`src/rtl/nx_output_capture.sv`:
```
// Change-capture stage for the mesh boundary bus: timestamps every value change
// into a small FIFO drained over valid/ready, with sticky overflow reporting.
module nx_output_capture #(
    parameter int WIDTH   = 32,
    parameter int DEPTH   = 8,
    parameter int CYCLE_W = 16
) (
    input  logic                       clk,
    input  logic                       rst,
    input  logic                       i_enable,
    input  logic [WIDTH-1:0]           i_outputs,
    output logic [CYCLE_W+WIDTH-1:0]   o_rec_data,
    output logic                       o_rec_valid,
    input  logic                       i_rec_ready,
    output logic                       o_overflow,
    output logic [7:0]                 o_dropped,
    input  logic                       i_clear_ovf,
    output logic [CYCLE_W-1:0]         o_cycle
);

    // state   | meaning
    // IDLE    | capture disabled, counter held at 0
    // RUN     | capturing changes, counter advancing each edge
    localparam logic [0:0] ST_IDLE = 1'b0;
    localparam logic [0:0] ST_RUN  = 1'b1;

    localparam int AW = $clog2(DEPTH);
    localparam int CW = AW + 1;
    localparam int RW = CYCLE_W + WIDTH;

    logic [0:0]         state_q, state_d;
    logic [CYCLE_W-1:0] cycle_q, cycle_d;
    logic [WIDTH-1:0]   prev_q;
    logic [RW-1:0]      mem_q [DEPTH];
    logic [AW-1:0]      wr_ptr_q, rd_ptr_q;
    logic [CW-1:0]      count_q;

    logic               push, pop, full, wr_en, drop;
    logic [RW-1:0]      push_rec;

    always_comb begin
        state_d  = state_q;
        cycle_d  = cycle_q;
        push     = 1'b0;
        push_rec = {cycle_q, i_outputs};
        if (!i_enable) begin
            state_d = ST_IDLE;
            cycle_d = '0;
        end else if (state_q == ST_IDLE) begin
            // Entry edge always records a baseline stamped at cycle 0.
            state_d  = ST_RUN;
            push     = 1'b1;
            push_rec = {{CYCLE_W{1'b0}}, i_outputs};
            cycle_d  = CYCLE_W'(1);
        end else begin
            push    = (i_outputs != prev_q);
            cycle_d = cycle_q + CYCLE_W'(1);
        end
    end

    assign o_rec_valid = (count_q != '0);
    assign o_rec_data  = mem_q[rd_ptr_q];
    assign o_cycle     = cycle_q;

    assign full  = (count_q == CW'(DEPTH));
    assign pop   = o_rec_valid && i_rec_ready;
    // A simultaneous pop frees the slot, so a push into a full FIFO still lands.
    assign wr_en = push && (!full || pop);
    assign drop  = push && full && !pop;

    always_ff @(posedge clk or negedge rst) begin
        if (!rst) begin
            state_q <= ST_IDLE;
            cycle_q <= '0;
            prev_q  <= '0;
        end else begin
            state_q <= state_d;
            cycle_q <= cycle_d;
            if (i_enable) begin
                prev_q <= i_outputs;
            end
        end
    end

    always_ff @(posedge clk or negedge rst) begin
        if (!rst) begin
            for (int i = 0; i < DEPTH; i++) begin
                mem_q[i] <= '0;
            end
        end else if (wr_en) begin
            mem_q[wr_ptr_q] <= push_rec;
        end
    end

    always_ff @(posedge clk or negedge rst) begin
        if (!rst) begin
            wr_ptr_q <= '0;
            rd_ptr_q <= '0;
            count_q  <= '0;
        end else begin
            if (wr_en) begin
                wr_ptr_q <= wr_ptr_q + AW'(1);
            end
            if (pop) begin
                rd_ptr_q <= rd_ptr_q + AW'(1);
            end
            case ({wr_en, pop})
                2'b10:   count_q <= count_q + CW'(1);
                2'b01:   count_q <= count_q - CW'(1);
                default: count_q <= count_q;
            endcase
        end
    end

    // A drop on the same edge as a clear wins: flag stays set, count restarts at 1.
    always_ff @(posedge clk or negedge rst) begin
        if (!rst) begin
            o_overflow <= 1'b0;
            o_dropped  <= '0;
        end else if (drop) begin
            o_overflow <= 1'b1;
            if (i_clear_ovf) begin
                o_dropped <= 8'd1;
            end else if (o_dropped != 8'hFF) begin
                o_dropped <= o_dropped + 8'd1;
            end
        end else if (i_clear_ovf) begin
            o_overflow <= 1'b0;
            o_dropped  <= '0;
        end
    end

endmodule

```
`config.mk`:
```
export PLATFORM = sky130hd
export DESIGN_NAME = nx_output_capture
export DESIGN_NICKNAME = d
export VERILOG_FILES = /design/src/rtl/nx_output_capture.sv
export SDC_FILE = /design/constraint.sdc
export NUM_CORES = 1
export LEC_CHECK = 0
export CAP_MARGIN = 20
export CORE_UTILIZATION = 60
export CTS_BUF_LIST = sky130_fd_sc_hd__clkbuf_2 sky130_fd_sc_hd__clkbuf_4 sky130_fd_sc_hd__clkbuf_8
export DETAILED_ROUTE_END_ITERATION = 7
export PLACE_DENSITY = 0.83
export SYNTH_ARGS = -nofsm -noshare
export SYNTH_HDL_FRONTEND = slang
export SYNTH_SLANG_ARGS = --single-unit
export TNS_END_PERCENT = 20
```
`constraint.sdc`:
```
create_clock -name clk -period 2.95 [get_ports clk]
set_clock_uncertainty 0.05 [all_clocks]
set_input_delay 0.295 -clock clk [delete_from_list [all_inputs] [get_ports clk]]
set_output_delay 0.295 -clock clk [all_outputs]
set_load 0.02 [all_outputs]
```
## Word level (Yosys, flattened, before mapping)

Cells that the tools add are included.

- Bits in registers: 452
- Output and inout bits: 74

- Add/sub/neg operators: 6
- $lt $le $gt $ge: 3
- Equality and inequality tests: 5
- Muxes and demuxes: 20
- Bitwise logic cells: 2
- Reduce and logical (&&, ||, !) cells: 13

Operators by type and width:

| cell | count |
|---|---|
| bitwise mux 384 bit | 1 |
| two-way mux 48 bit | 5 |
| binary-select mux 48 bit (select 3 bit) | 1 |
| demux 48 bit (select 3 bit) | 1 |
| two-way mux 16 bit | 2 |
| two-way mux 8 bit | 4 |
| != test 32 bit | 1 |
| adder 16 x 1 -> 16 bit (second input constant) | 1 |
| adder 8 x 1 -> 8 bit (second input constant) | 1 |
| greater-or-equal comparator 4 bit (second input constant) | 2 |
| != test 8 bit (second input constant) | 1 |
| inverter 3 -> 4 bit | 2 |
| one-hot mux 4 bit (2 select lines) | 1 |
| adder 3 x 1 -> 3 bit (second input constant) | 2 |
| nonzero test 2 bit | 3 |
| logical AND 1 bit | 5 |
| two-way mux 1 bit | 5 |
| adder 4 x 1 -> 4 bit (second input constant) | 1 |
| equality test 4 bit (second input constant) | 1 |
| < comparator 4 x 1 -> 1 bit (second input constant) | 1 |
| nonzero test 4 bit | 1 |
| subtractor 4 x 1 -> 4 bit (second input constant) | 1 |
| equality test 2 x 1 -> 1 bit (second input constant) | 1 |
| equality test 2 bit (second input constant) | 1 |
| other kinds (3) | 4 |

## Logic depth before layout (Yosys ltp)

- Word-level depth: 7
- Mapped depth: 15

## Least setup slack after synthesis

Ideal clock, no wire load.

- Kind: in2reg
- Start: input i_outputs[23]
- End: register count_q[2]
- Arrival time: 2.461 ns
- Data required time: 2.775 ns
- Path slack: 0.314 ns
- Stages on the path: 15
- Buffers on the path: 2
- Cell sequence: buf_2 > xnor2_1 > nand4_1 > nor4_1 > and4_4 > buf_6 > nor2_1 > inv_1 > ha_1 > xor2_1 > ha_1 > a21oi_1 > xor2_1 > nor2_1 > xor2_1

- Word-level cells in the longest chain between the ends: 6
- Elaborated cells on any way between the ends: 8
- Those cells by class: 3 x eq/ne; 3 x mux; 2 x reduce/logical

RTL lines:

| item | RTL line | text |
|---|---|---|
| start: declaration | 11 | `input logic [WIDTH-1:0] i_outputs,` |
| != test 32 bit (*) | 56 | `push = (i_outputs != prev_q);` |
| two-way mux 1 bit (*) | 49 | `end else if (state_q == ST_IDLE) begin` |
| two-way mux 1 bit (*) | 46 | `if (!i_enable) begin` |
| logical AND 1 bit (*) | 68 | `assign wr_en = push && (!full \|\| pop);` |
| equality test 2 x 1 -> 1 bit / equality test 2 bit (equally long branches) | 107 | `case ({wr_en, pop})` |
| one-hot mux 4 bit (2 select lines) / nonzero test 2 bit (equally long branches) | - |  |
| end signal: assignment | 108 | `2'b10: count_q <= count_q + CW'(1);` |
| end signal: assignment | 109 | `2'b01: count_q <= count_q - CW'(1);` |
| end signal: assignment | 110 | `default: count_q <= count_q;` |
| end: declaration | 36 | `logic [CW-1:0] count_q;` |

Mark *: on every way between the ends. The rest lies on a longest branch, timed or not.
A chain may end at the register's enable or synchronous reset.

## Worst setup path in the final report

- Start: register rd_ptr_q[0]
- End: output o_rec_data[13]

- Word-level cells in the longest chain between the ends: 4

RTL lines:

| item | RTL line | text |
|---|---|---|
| start: declaration | 35 | `logic [AW-1:0] wr_ptr_q, rd_ptr_q;` |
| start signal: assignment | 105 | `rd_ptr_q <= rd_ptr_q + AW'(1);` |
| inverter 3 -> 4 bit (implied by the code) | 62 | `assign o_rec_data = mem_q[rd_ptr_q];` |
| binary-select mux 48 bit (select 3 bit) | 62 |  |
| two-way mux 48 bit (implied by the code) (2 in a row) | 62 |  |
| end: declaration | 12 | `output logic [CYCLE_W+WIDTH-1:0] o_rec_data,` |

Every way passes these cells. The select of a mux whose other input is x is not followed.

==> flow_summary_export.csv <==
group,metric,value,unit
clock_network,htreeDepth,3,
die,initial_utilization,0.614,
power_and_ir_drop,leakagePower,11.4,nW
cells_and_area,layout-drive-gt1-share,0.538,
drt,drt-initial-drc-count,862,
synthesis,yosysUniqueCellTypes,44,
cells_and_area,stdcell_area,25300,um2
synthesis,ys_seq_area_frac,0.531,
timing,hold_slack,190,ps
critical_path,r2r_end,"count_q[2]",
critical_path,crit_chain,"buf_6 -> bufbuf_16 -> mux4_2 -> mux2_2 -> clkdlybuf4s15_2",
timing,rsz0062_at_grt,"true",
synthesis,synth_seq_cells,452,
drt,via_per_inst,6.08,
drt,post_drt_wl_per_cell,24.7,um
global_route,grt_first_pass_wirelength,80.2,mm
hold_path,hold_class,"in2async",
drt,drt_wl_total,50.9,mm
cells_and_area,ff_latch_area,11300,um2
power_and_ir_drop,max-vdd-ir-drop,0.000687,V
drt,drcViolationCount,0,
cells_and_area,synthToLayoutAreaGrowth,18.6,%
placed_design,dp_hpwl,30.6,mm
timing,finalCriticalPeriod,2940,ps
critical_path,rr_startpoint,"prev_q[28]",
global_route,grt_pass1_vias,13900,
die,rows,68,
synthesis,synth_top_cells_by_area,"dfrtp_1, mux2_2, mux4_2, mux2_4, xnor2_1",
critical_path,cpPeakStageDelay,500,ps
global_route,grt_max_degree,82,
cells_and_area,postLayoutCoreUtil,0.729,
synthesis,synth_cells,1359,
cells_and_area,fillCellCount,2142,
placed_design,port_buffers,110,
drt,dr.pass1.iters,7,
placed_design,placed_area,23500,um2
die,core,34700,um2
critical_path,critPathKind,"reg2out",
drt,ant_nets,0,
clock_network,cts_tree,"yes",
clock_network,clkSlewWorstSetupHoldPaths,60,ps
timing,slew-limit-headroom,0.640,
die,pin_count,111,
synthesis,yosysTopAreaCellShare,0.531,
timing,finalHoldViolations,0,
critical_path,crit_required,2610,ps
timing,worstMarginPinSlew,540,ps
clock_network,cts_buffers,75,
timing,clock.fmax,341,MHz
cells_and_area,nets,1596,
global_route,antenna_found_initial,0,
cells_and_area,multi_input_area,9280,um2
clock_network,clkSinkCount,452,
global_route,grt.total_usage,0.294,
flow_run,cap_violations,0,
die,die_w,190,um
synthesis,ys_warn_count,0,
timing,slew_viol_final,0,
synthesis,synth_top_area_cell,"dfrtp_1",
die,die_y,190,um
critical_path,worstRegToRegCells,13,
synthesis,syn_area_per_cell,15.7,um2
die,die-area,36300,um2
clock_network,insertion_delay,610,ps
critical_path,critPathLaunchType,"flop",
critical_path,crit_fanout,7,
timing,post-route-period-util,0.995,
synthesis,syn_area,21300,um2
timing,setup_viol,0,
critical_path,cp_slowest_cell,"dfrtp_4",
power_and_ir_drop,powerDensity,1000,nW/um2
critical_path,worstSetupEndpointType,"output pin",
status,status,"complete, no violations",
placed_design,gp_routability_congestion,0.882,
critical_path,cp.arrival,2590,ps
drt,via_count,12500,
cells_and_area,diodes,0,
clock_network,clock_path_buffers,3,
synthesis,syn_nets,1403,
clock_network,root_buffer,"clkbuf_8",
critical_path,regToRegSetupSlack,150,ps
global_route,gr-total-overflow,0,
## cells in the final DEF (no fill, tap or decap), types with 4 or more instances in the layout
cell type / instances
clkdlybuf4s50_1: 60
xnor2_1: 36
clkbuf_2: 16
a21oi_1: 12
nand2_1: 12
and2_1: 16
clkbuf_4: 23
ha_1: 7
or4_1: 4
clkdlybuf4s15_2: 5
nand4_1: 14
dlygate4sd2_1: 21
mux2_2: 366
buf_16: 6
and3_1: 6
inv_1: 6
dfrtp_1: 449
or3_1: 4
buf_4: 93
nor4_1: 4
mux2_4: 102
xor2_1: 15
buf_2: 5
clkinv_2: 7
mux4_2: 96
clkbuf_8: 98
o21ai_0: 7
o31ai_1: 5
nand3_1: 22
nor2_1: 16
buf_12: 28
nor3_1: 5
## sequential cells by signal, summed over array words and instances (netlist names)
register / flops
count_q: 4
mem_q: 384
o_cycle: 16
o_dropped: 8
o_overflow: 1
prev_q: 32
rd_ptr_q: 3
state_q: 1
wr_ptr_q: 3
## worst max-delay path: cells and delay by family, from the launching register on
kind | cells | cell delay [ps]
buffers and inverters | 3 | 710
DFF | 1 | 500
muxes | 2 | 780
## per-layer routing
metal	wire length (um)	global-route usage	vias up	share of wire
met2	25200	0.477	357	0.50
met3	2340	0.0550	126	0.046
met5	0	0	-	0
met1	21500	0.392	6677	0.42
met4	1800	0.122	0	0.035
li1	-	-	5355	-
## worst max-delay path by stage
stage | depth (start not counted) | end | from
after floorplan | 15 | count_q[2] | i_outputs[23]
after global placement | 15 | count_q[2] | i_outputs[29]
after detailed placement | 14 | count_q[2] | i_outputs[28]
after CTS | 5 | o_rec_data[24] | rd_ptr_q[0]
after global routing | 5 | o_rec_data[24] | rd_ptr_q[0]
final | 5 | o_rec_data[13] | rd_ptr_q[0]
## cell usage after synthesis (all sizes together)
master,number
inv,6
a31oi,2
o31ai,5
nor3,6
a21oi,12
o22ai,1
buf,87
or4,6
mux4,96
nand2,12
nand4,14
xor2,16
and3b,1
and4,1
xnor2,36
nor3b,1
and4b,1
o32ai,1
nor4b,3
nand3b,2
nand3,22
nor2,18
ha,7
or3,4
nand4b,2
dfrtp,452
nor4bb,1
and2,16
o21ai,7
and3,6
nor4,4
o21a,1
mux2,468
nand2b,2
clkbuf,40
## power by group
group          total, W  switching [W]  internal, W
registers       0.00946        0.00123      0.00823
clock network   0.00574        0.00249      0.00325
logic            0.0101        0.00434      0.00579
## cell type report
cell class / count / area share
flip-flops and latches: 452 / 0.448
multi-input cells: 774 / 0.367
repair buffers: 243 / 0.0999
clock buffers: 121 / 0.0602
well taps: 455 / 0.0225
clock inverters: 9 / 0.00198
inverters: 6 / 0.000890
## repair_timing
| item | CTS | global route |
|---|---|---|
| gates resized for setup | 89 | 21 |
| cloned | 4 | 1 |
| hold buffers | 2 | 0 |
| setup endpoints to repair | 48 | 38 |
| hold endpoints to repair | 58 | 0 |
| buffers inserted | 8 | 1 |
## kinds of logic (layout without fill, tap and decap cells)
logic type | count (synthesis) | in the layout | share of synthesized area
AOI/OAI and AO/OA | 29 | 29 | 0.00787
DFF | 452 | 452 | 0.531
xor gates and xnor gates | 52 | 52 | 0.0217
buffers and inverters | 133 | 379 | 0.0344
adders and majority gates | 7 | 7 | 0.00411
and+or+nand+nor | 122 | 122 | 0.0347
muxes | 564 | 564 | 0.367
## per-stage QoR
| stage | TNS, ps | cells | worst slack [ps] | power, W |
|---|---|---|---|---|
| 2_1_floorplan | 0 | 1359 | 314 | 0.0160 |
| 5_1_grt | -787 | 2060 | -59.1 | 0.0265 |
| 3_5_place_dp | -32810 | 1914 | -193 | 0.0195 |
| 4_1_cts | -28.0 | 2058 | -22.8 | 0.0255 |
| 3_3_place_gp | -26300 | 1914 | -188 | 0.0191 |
| 6_report | 0 | 2060 | 14.2 | 0.0253 |
No activity file was read; power rests on OpenSTA's default activity.
